--- config.mk ---
export PLATFORM = sky130hd
export DESIGN_NAME = cpc_bus_buffer_ctrl
export DESIGN_NICKNAME = d
export VERILOG_FILES = /design/src/rtl/cpc_bus_buffer_ctrl.sv
export SDC_FILE = /design/constraint.sdc
export NUM_CORES = 1
export LEC_CHECK = 0
export CAP_MARGIN = 10
export CORE_UTILIZATION = 39
export DETAILED_ROUTE_END_ITERATION = 10
export PLACE_DENSITY = 0.79
export SLEW_MARGIN = 20
export SYNTH_ARGS = -nofsm -noshare
export SYNTH_HDL_FRONTEND = slang
export SYNTH_SLANG_ARGS = --single-unit
--- constraint.sdc ---
create_clock -name CLK -period 1.03 [get_ports CLK]
set_input_delay 0.103 -clock CLK [delete_from_list [all_inputs] [get_ports CLK]]
set_output_delay 0.103 -clock CLK [all_outputs]
set_load 0.02 [all_outputs]
--- src/rtl/cpc_bus_buffer_ctrl.sv ---
// Buffer-board controller between the CPC edge connector and the backplane:
// data buffer enable/direction with turnaround, ROMDIS/RAMDIS merge, stretched slot reset.
module cpc_bus_buffer_ctrl #(
  parameter int NSLOTS      = 3,
  parameter int RST_STRETCH = 16,
  parameter int TURN_CYCLES = 1
) (
  input  logic              CLK,
  input  logic              RESET,
  input  logic              RESET_B,
  input  logic              MREQ_B,
  input  logic              IOREQ_B,
  input  logic              RD_B,
  input  logic              WR_B,
  input  logic              M1_B,
  input  logic              RFSH_B,
  input  logic [NSLOTS-1:0] slot_romdis,
  input  logic [NSLOTS-1:0] slot_ramdis,
  output logic              DBUF_OE_B,
  output logic              DBUF_DIR,
  output logic              ROMDIS,
  output logic              RAMDIS,
  output logic              SLOT_RESET_B,
  output logic              BUS_ERR
);

  localparam int SW = $clog2(RST_STRETCH) + 1;
  localparam int TW = $clog2(TURN_CYCLES) + 1;

  typedef enum logic [1:0] {S_IDLE, S_WRITE, S_READ, S_TURN} state_t;

  logic          r_rstb_s1, r_rstb_s2;
  logic [SW-1:0] r_stretch;
  logic          r_slot_rst_b;
  state_t        r_state, w_state_nxt;
  logic          r_dir, w_dir_nxt;
  logic          r_tgt, w_tgt_nxt;
  logic [TW-1:0] r_turn, w_turn_nxt;
  logic          r_oe_b;
  logic          r_bus_err;
  logic          w_rst_s;
  logic          w_wr_req, w_rd_req, w_conflict;

  // No reset on the synchroniser so RESET alone does not lengthen the stretch.
  always_ff @(posedge CLK) begin
    r_rstb_s1 <= RESET_B;
    r_rstb_s2 <= r_rstb_s1;
  end

  assign w_rst_s = RESET | ~r_rstb_s2;

  always_ff @(posedge CLK) begin
    if (w_rst_s) begin
      r_stretch    <= SW'(RST_STRETCH);
      r_slot_rst_b <= 1'b0;
    end else if (r_stretch != '0) begin
      r_stretch <= r_stretch - SW'(1);
      if (r_stretch == SW'(1)) r_slot_rst_b <= 1'b1;
    end
  end

  // Overlay claims must reach the CPC within the same bus cycle.
  assign ROMDIS = (|slot_romdis) & r_slot_rst_b;
  assign RAMDIS = (|slot_ramdis) & r_slot_rst_b;

  assign w_conflict = ~RD_B & ~WR_B;
  assign w_wr_req   = ~WR_B & RD_B & (~MREQ_B | ~IOREQ_B) & RFSH_B;
  assign w_rd_req   = ~RD_B & WR_B & RFSH_B &
                      ((~MREQ_B & (ROMDIS | RAMDIS)) | (~IOREQ_B & M1_B));

  always_comb begin
    w_state_nxt = r_state;
    w_dir_nxt   = r_dir;
    w_tgt_nxt   = r_tgt;
    w_turn_nxt  = r_turn;
    case (r_state)
      S_IDLE: begin
        if (w_wr_req) begin
          if (r_dir) begin
            w_state_nxt = S_WRITE;
          end else begin
            w_state_nxt = S_TURN;
            w_tgt_nxt   = 1'b1;
            w_turn_nxt  = TW'(TURN_CYCLES - 1);
          end
        end else if (w_rd_req) begin
          if (!r_dir) begin
            w_state_nxt = S_READ;
          end else begin
            w_state_nxt = S_TURN;
            w_tgt_nxt   = 1'b0;
            w_turn_nxt  = TW'(TURN_CYCLES - 1);
          end
        end
      end
      S_WRITE: if (!w_wr_req) w_state_nxt = S_IDLE;
      S_READ:  if (!w_rd_req) w_state_nxt = S_IDLE;
      S_TURN: begin
        if (r_turn == '0) begin
          w_dir_nxt   = r_tgt;
          w_state_nxt = S_IDLE;
        end else begin
          w_turn_nxt = r_turn - TW'(1);
        end
      end
      default: w_state_nxt = S_IDLE;
    endcase
    if (w_rst_s) begin
      w_state_nxt = S_IDLE;
      w_dir_nxt   = r_dir;
      w_turn_nxt  = '0;
    end
  end

  always_ff @(posedge CLK) begin
    if (RESET) begin
      r_state   <= S_IDLE;
      r_dir     <= 1'b1;
      r_tgt     <= 1'b1;
      r_turn    <= '0;
      r_oe_b    <= 1'b1;
      r_bus_err <= 1'b0;
    end else begin
      r_state   <= w_state_nxt;
      r_dir     <= w_dir_nxt;
      r_tgt     <= w_tgt_nxt;
      r_turn    <= w_turn_nxt;
      r_oe_b    <= ~((w_state_nxt == S_WRITE) || (w_state_nxt == S_READ));
      r_bus_err <= r_bus_err | w_conflict;
    end
  end

  assign DBUF_OE_B    = r_oe_b;
  assign DBUF_DIR     = r_dir;
  assign SLOT_RESET_B = r_slot_rst_b;
  assign BUS_ERR      = r_bus_err;

endmodule

# [After elaboration in Yosys (flattened, before gate mapping)]
# Cells that the tools add are included.
[word_totals] regBits=15 in_bits=15 wordCells=76 out_inout_bits=6
[op_classes] n_reduce_logical=13 addsub=2 n_eq_ne=10 muxes=17 bitwise=24
[ops] operator="$mux W2" n=7
[ops] operator="$and A1 B1 Y1" n=11
[ops] operator="$ne A3 B3 Y1 const B" n=3
[ops] operator="$mux W1" n=8
[ops] operator="$not A1 Y1" n=8
[ops] operator="$pmux W2 S4" n=1
[ops] operator="$reduce_and A4 Y1" n=2
[ops] operator="$eq A2 B2 Y1 const B" n=3
[ops] operator="$reduce_bool A2 Y1" n=3
[ops] operator="$reduce_or A3 Y1" n=2
[ops] operator="$eq A5 B1 Y1 const B" n=1
[ops] operator="$or A1 B1 Y1" n=5
[ops] operator="$reduce_bool A5 Y1" n=1
[ops] operator="$sub A5 B1 Y5 const B" n=1
[ops] operator="$eq A2 B1 Y1 const B" n=2
[ops] operator="$reduce_and A3 Y1" n=1
[ops] operator="$logic_not A2 Y1" n=1
[ops] operator="$ne A2 B2 Y1 const B" n=1
[ops] operator="$pmux W1 S2" n=1
[ops] operator="$reduce_and A2 Y1" n=1
[ops] operator="$reduce_or A2 Y1" n=1
[ops] operator="$logic_or A1 B1 Y1" n=1
[ops] operator="$sub A1 B1 Y1 const B" n=1

# [Logic depth before layout (Yosys ltp)]
# Gate-level depths: netlist (run 1).
[depth] word_depth=13 depth_mapped=6 mapped_depth_nobuf=6

# [Least setup slack after synthesis (run 1)]
# No wires, ideal clock.
[synth_path] kind="register to register" start="register r_slot_rst_b (netlist: SLOT_RESET_B)" end="register r_tgt" arrival_time_ns=1.065 synth_period_minus_slack_ns=1.179 path_stages_with_launch=5 n_path_buf=0 setup_ns=0.114 slack_ns=-0.149 t_required_ns=0.916 path_cell_list="dfxtp_1 > inv_1 > a2111oi_4 > o21ai_2 > a21o_1"
[synth_via] elab_chain_cells=7 elab_cells_between_ends=8 cone_classes="bitwise (6); reduce/logical (2)"
[synth_lines] element="start: declaration" line_no="34" text="logic r_slot_rst_b;"
[synth_lines] element="start signal: assignment" line_no="55" text="r_slot_rst_b <= 1'b0;"
[synth_lines] element="start signal: assignment" line_no="58" text="if (r_stretch == SW'(1)) r_slot_rst_b <= 1'b1;"
[synth_lines] element="$and A1 B1 Y1 (on tied branches)" line_no="63, 64"
[synth_lines] element="$or A1 B1 Y1 *" line_no="69" text="((~MREQ_B & (ROMDIS | RAMDIS)) | (~IOREQ_B & M1_B));"
[synth_lines] element="$and A1 B1 Y1 *" line_no="69"
[synth_lines] element="$or A1 B1 Y1 *" line_no="69"
[synth_lines] element="$and A1 B1 Y1 *" line_no="68" text="assign w_rd_req = ~RD_B & WR_B & RFSH_B &"
[synth_lines] element="$reduce_bool A2 Y1 (no line) *"
[synth_lines] element="$reduce_and A4 Y1 (no line) *"
[synth_lines] element="end signal: assignment" line_no="126" text="r_tgt <= w_tgt_nxt;"
[synth_lines] element="end: declaration" line_no="37" text="logic r_tgt, w_tgt_nxt;"
# Mark *: on every way between the ends. The rest lies on a longest branch, timed or not.
# A chain may end at the register's enable or synchronous reset.

# [Worst setup path in the final report (run 1)]
# Ends and elaborated chain as after synthesis.

==> run metrics, run 1 <==
synth top area cells dfxtp_1 43%, nor2_1 7.5%, nor3_2 4.6%; Worst Setup SP SLOT_RESET_B; CTS max path bufs 2; drt via density 5.008; commonest non-fill, non-tap cell in the layout buf_4; Global Route Usage Sum 0.1717; Tcrit/Tclk final 1.131; syn_area_per_cell 9.259 um^2; Leak 0.4745 nW; Synth Register Bits 14; Worst Setup End Kind flip-flop; area of the core 1524 um^2; H-tree depth 1; final std cell area, no fill 1101 um^2; final setup fails 6; worst min-delay path startpoint RESET_B; GP Congestion 0.7674; vias 616; clk_skew 0.01265 ns; antenna cells 0; slowest cell on the critical path dfxtp_4; mapped cell area 648.1 um^2; nets 125; Place WS -0.5014 ns; die height 42.77 um; Fmax 0.8586 GHz; Ports 21; number of fill cells 120; Critical Path RT 1.21 ns; area leader, netlist dfxtp_1; total wire length 1.712 mm; Final Non-Filler Cells 123; Yosys warnings 0; placed inst area 948.4 um^2; vias in the first global route 576; Clock Latency Late Sink 0.27 ns; Max-Cap Viols 0; TNS Setup -0.4924 ns; failing checks negative setup slack; CTS Sinks 14; # rows 14; TritonCTS Buffers 3; Max VDD drop 1.096 mV; status finished with violations; GRT overflow 0; drt pass-1 iters 4; global-route wire length before repair 2.318 mm; PortBufs 20; commonest register cell after synthesis dfxtp_1; power per cell area 1093 nW/um^2; post-synthesis sequential area ratio 0.4324; cell family with the largest share of critical-path delay compound AO/OA/AOI/OAI gates; Worst path max stage delay 0.37 ns; FF/Latch Area 295.3 um^2; Final min period 1.165 ns; share of the synthesized area in the top cell type 0.4324; most frequent cells in the layout 12 x buf_4, 11 x nor2_1, 9 x dlygate4sd2_1; Worst setup SP type flip-flop; drc violations 0; actual slew at the worst max-slew pin 0.3874 ns; CP Cell Sequence inv_4 > a2111oi_4 > o21ai_2 > a21o_1; hpwl dp 1.047 mm; clk slew on worst S/H paths 0.09 ns; dpl cells 115; CTS tree built; final worst setup slack -0.1346 ns; fraction of layout cells with a size suffix above 1 0.4860; WL/cell 13.92 um; Mapped Cells 70; Worst Path Max Fanout 3; Reg2Reg Setup Slack -0.13 ns; Crit path buffers/inverters 1; RSZ-0062 raised after global routing true; Worst slew margin 0.7417; Fin. Hold Viols 0; multi-input logic area 436.7 um^2; Hold WS 0.2799 ns; fraction of registers with async set/reset 0; Die ar. 1829 um^2; CTS Root Cell clkbuf_4; initial antenna violation count 0; initial core utilization 0.4253; RR Startpoint SLOT_RESET_B; Routed Antenna Nets 0; largest net degree at the start of global routing 10; Layout Area Growth over Synthesis 69.88%; min-delay worst type primary input to flip-flop; max-slew violations 0; Synthesized Nets 87; Initial DRC Count 4; EDFF count, synth 0; CP Class flip-flop to flip-flop; Synth cell types 26; WP data arrival 1.34 ns; die width 42.77 um
==> flip-flops by register name (all words and copies together) (netlist names) <==
register,count
BUS_ERR,1
DBUF_DIR,1
r_stretch,5
r_rstb_s1,1
SLOT_RESET_B,1
r_tgt,1
DBUF_OE_B,1
r_rstb_s2,1
r_state,2
==> through the flow <==
| step | utilization | power [mW] |
|---|---|---|
| 2_1_floorplan | - | 0.6949 |
| 3_3_place_gp | 0.6223 | 0.8071 |
| 3_5_place_dp | 0.6223 | 0.8131 |
| 4_1_cts | 0.6667 | 1.131 |
| 5_1_grt | 0.7225 | 1.265 |
| 6_report | 0.7225 | 1.204 |
==> final cells by class <==
type,instances,area share
clock buffers,4,0.02386
multi-input cells,49,0.3966
well taps,16,0.01818
repair buffers,34,0.2682
inverters,6,0.02500
flip-flops and latches,14,0.2682
==> cell families after synthesis <==
| kind of cell | after synthesis | synth area share |
|---|---|---|
| and+or+nand+nor | 31 | 0.2780 |
| AOI/OAI and AO/OA | 14 | 0.1834 |
| DFF | 14 | 0.4324 |
| buffers and inverters | 7 | 0.04053 |
| xor gates and xnor gates | 2 | 0.02703 |
| adders and majority gates | 2 | 0.03860 |
==> per-layer routing <==
metal / routed length [um] / track usage
met5: 0 / 0
met4: 26 / 0.09375
met3: 96 / 0.04255
met2: 928 / 0.3091
met1: 660 / 0.1785
==> cell usage after synthesis (2+ instances only) <==
master,instances
a21oi_1,3
nand2b_1,3
nand2_1,4
nor3_2,3
ha_1,2
dfxtp_1,14
nor2_1,13
inv_1,6
a211oi_1,2
a21o_1,2
nor3_1,3
==> what timing repair did <==
action / in CTS / in global routing
buffers inserted: 3 / 1
setup endpoints to repair: 14 / 16
cloned: 0 / 0
hold buffers: 0 / 0
gates resized for setup: 39 / 28
pin swaps: 10 / 10
==> power by group <==
part	internal (mW)	leakage, nW	switching (mW)
sequential	0.568	0.118	0.0265
combinational	0.159	0.341	0.131
clock	0.150	0.0150	0.169
total	0.877	0.474	0.327
==> final timing paths <==
| kind | cells past startpoint | end |
|---|---|---|
| worst min register to register | 0 | r_rstb_s2 |
| worst min-delay path | 1 | r_rstb_s1 |
| worst max-delay path | 4 | r_tgt |
| worst max register to register | 4 | r_tgt |
Note: power is estimated with default switching activity, not from simulation.
==> run 2: changes to the inputs <==
- CORE_ASPECT_RATIO: unset -> 1.1
- HOLD_SLACK_MARGIN: unset -> 0.02
==> run metrics, run 2 (synthesized netlist as in run 1, its figures left out) <==
biggest regs r_stretch x5, r_state x2 (unchanged); Worst setup SP type flip-flop (unchanged); actual slew at the worst max-slew pin 0.3550 ns (was 0.3874 ns); initial antenna violation count 0 (unchanged); commonest non-fill, non-tap cell in the layout nor2_1 (was buf_4); power per cell area 1189 nW/um^2 (was 1093 nW/um^2); CTS max path bufs 2 (unchanged); fraction of layout cells with a size suffix above 1 0.4190 (was 0.4860); Most Crowded Layer GR met2 (unchanged); final setup fails 7 (was 6); vias in the first global route 585 (was 576); TNS Setup -0.5365 ns (was -0.4924 ns); vias 652 (was 616); Ports 21 (unchanged); final core utilization 0.6779 (was 0.7225); met2 Track Usage GR 0.3063 (was 0.3091); multi-input logic area 410.4 um^2 (was 436.7 um^2); WL/cell 13.97 um (was 13.92 um); drc violations 0 (unchanged); Fin. Hold Viols 0 (unchanged); met3 Use GR 0.02956 (was 0.04255); Layout Area Growth over Synthesis 62.93% (was 69.88%); CTS tree built (unchanged); TritonCTS Buffers 3 (unchanged); area of the core 1558 um^2 (was 1524 um^2); Die ar. 1829 um^2 (about the same); RSZ-0062 raised after global routing true (unchanged); nets 123 (was 125); max-slew violations 0 (unchanged); dpl cells 115 (unchanged); Clock Latency Late Sink 0.28 ns (was 0.27 ns); Final min period 1.158 ns (was 1.165 ns); clk_skew 0.003356 ns (was 0.01265 ns); Tot Pwr 1.256 mW (was 1.204 mW); FF/Latch Area 294.0 um^2 (was 295.3 um^2); Worst Setup End Kind flip-flop (unchanged); die width 40.87 um (was 42.77 um); min-delay worst type primary input to flip-flop (unchanged); final worst setup slack -0.1284 ns (was -0.1346 ns); status finished with violations (unchanged); grt met1 use 0.2031 (was 0.1785); initial core utilization 0.4161 (was 0.4253); WP data arrival 1.33 ns (was 1.34 ns); GRT overflow 0 (unchanged); Leak 0.4741 nW (was 0.4745 nW); Routed Antenna Nets 0 (unchanged); drt pass-1 iters 5 (was 4); CTS Sinks 14 (unchanged); Global Route Usage Sum 0.1802 (was 0.1717); max FFs per register 5 (unchanged); Final Non-Filler Cells 122 (was 123); Worst Path Max Fanout 3 (unchanged); most frequent cells in the layout 13 x nor2_1, 11 x buf_4, 10 x dlygate4sd2_1 (was 12 x buf_4, 11 x nor2_1, 9 x dlygate4sd2_1); worst min-delay path startpoint RESET_B (unchanged); antenna cells 0 (unchanged); H-tree depth 1 (unchanged); hpwl dp 1.045 mm (was 1.047 mm); Max VDD drop 0.8815 mV (was 1.096 mV); Max-Cap Viols 0 (unchanged); failing checks negative setup slack (unchanged); drt via density 5.344 (was 5.008); Post-CTS Hold Buffers 0 (unchanged); largest net degree at the start of global routing 10 (unchanged); CP Class flip-flop to flip-flop (unchanged); Tcrit/Tclk final 1.125 (was 1.131); Initial DRC Count 18 (was 4); RR Startpoint SLOT_RESET_B (unchanged); largest register by flop count r_stretch (unchanged); Critical Path RT 1.20 ns (was 1.21 ns); die height 44.76 um (was 42.77 um); total wire length 1.704 mm (was 1.712 mm); Worst Setup SP SLOT_RESET_B (unchanged); global-route wire length before repair 2.256 mm (was 2.318 mm); CTS Root Cell clkbuf_4 (unchanged); GP Congestion 0.8250 (was 0.7674); placed inst area 942.2 um^2 (was 948.4 um^2); clk slew on worst S/H paths 0.08 ns (was 0.09 ns); final std cell area, no fill 1056 um^2 (was 1101 um^2); Fmax 0.8633 GHz (was 0.8586 GHz); number of fill cells 128 (was 120); # rows 15 (was 14); PortBufs 20 (unchanged); Worst slew margin 0.7633 (was 0.7417)
==> run 2: changes by cell type in the layout (fill, tap and decap cells not counted), sizes merged <==
cell and delta:
clkdlybuf4s15 -1, dlygate4sd2 +1, buf -3, clkbuf +1
==> run 2: area by class of cell <==
type                    instances  share of cell area
repair buffers                 32              0.2547
well taps                      17             0.02014
multi-input cells              49              0.3886
inverters                       6             0.02370
clock buffers                   4             0.03436
flip-flops and latches         14              0.2784
==> run 2: timing repair <==
item / 4_1_cts / 5_1_grt
buffers inserted: 1 / 2
endpoints found under the setup margin: 12 / 17
pin swaps: 7 / 6
gates resized for setup: 33 / 20
==> run 2: through the flow <==
stage	hold WS, ns	setup WS, ns
finish	0.2662	-0.1284
global route	0.2857	-0.1613
CTS	0.2663	-0.1122
detailed placement	0.3167	-0.5154
global placement	0.3143	-0.4886
floorplan	0.1307	-0.05473
==> run 2: layer usage <==
metal	part of all wire	vias up
li1	-	310
met1	0.39	303
met2	0.51	35
met3	0.080	4
met4	0.021	0
met5	0	-
==> run 2: worst max-delay path, stage by stage, from the launching register on <==
cell and delay (ns):
dfxtp_4 0.37, inv_4 0.04, a2111oi_4 0.35, o211a_1 0.23, o21ai_2 0.06
==> run 2: final timing paths <==
check	end	slack [ns]	depth (start not counted)
worst max register to register	DBUF_OE_B	-0.13	4
worst min-delay path	r_rstb_s1	0.27	1
worst min register to register	r_rstb_s2	0.33	0
worst max-delay path	DBUF_OE_B	-0.13	4
==> run 2: power breakdown <==
group	leakage (nW)	total [mW]	switching (mW)	internal (mW)
combinational	0.335	0.274	0.127	0.147
clock	0.0210	0.386	0.171	0.215
sequential	0.119	0.596	0.0283	0.568
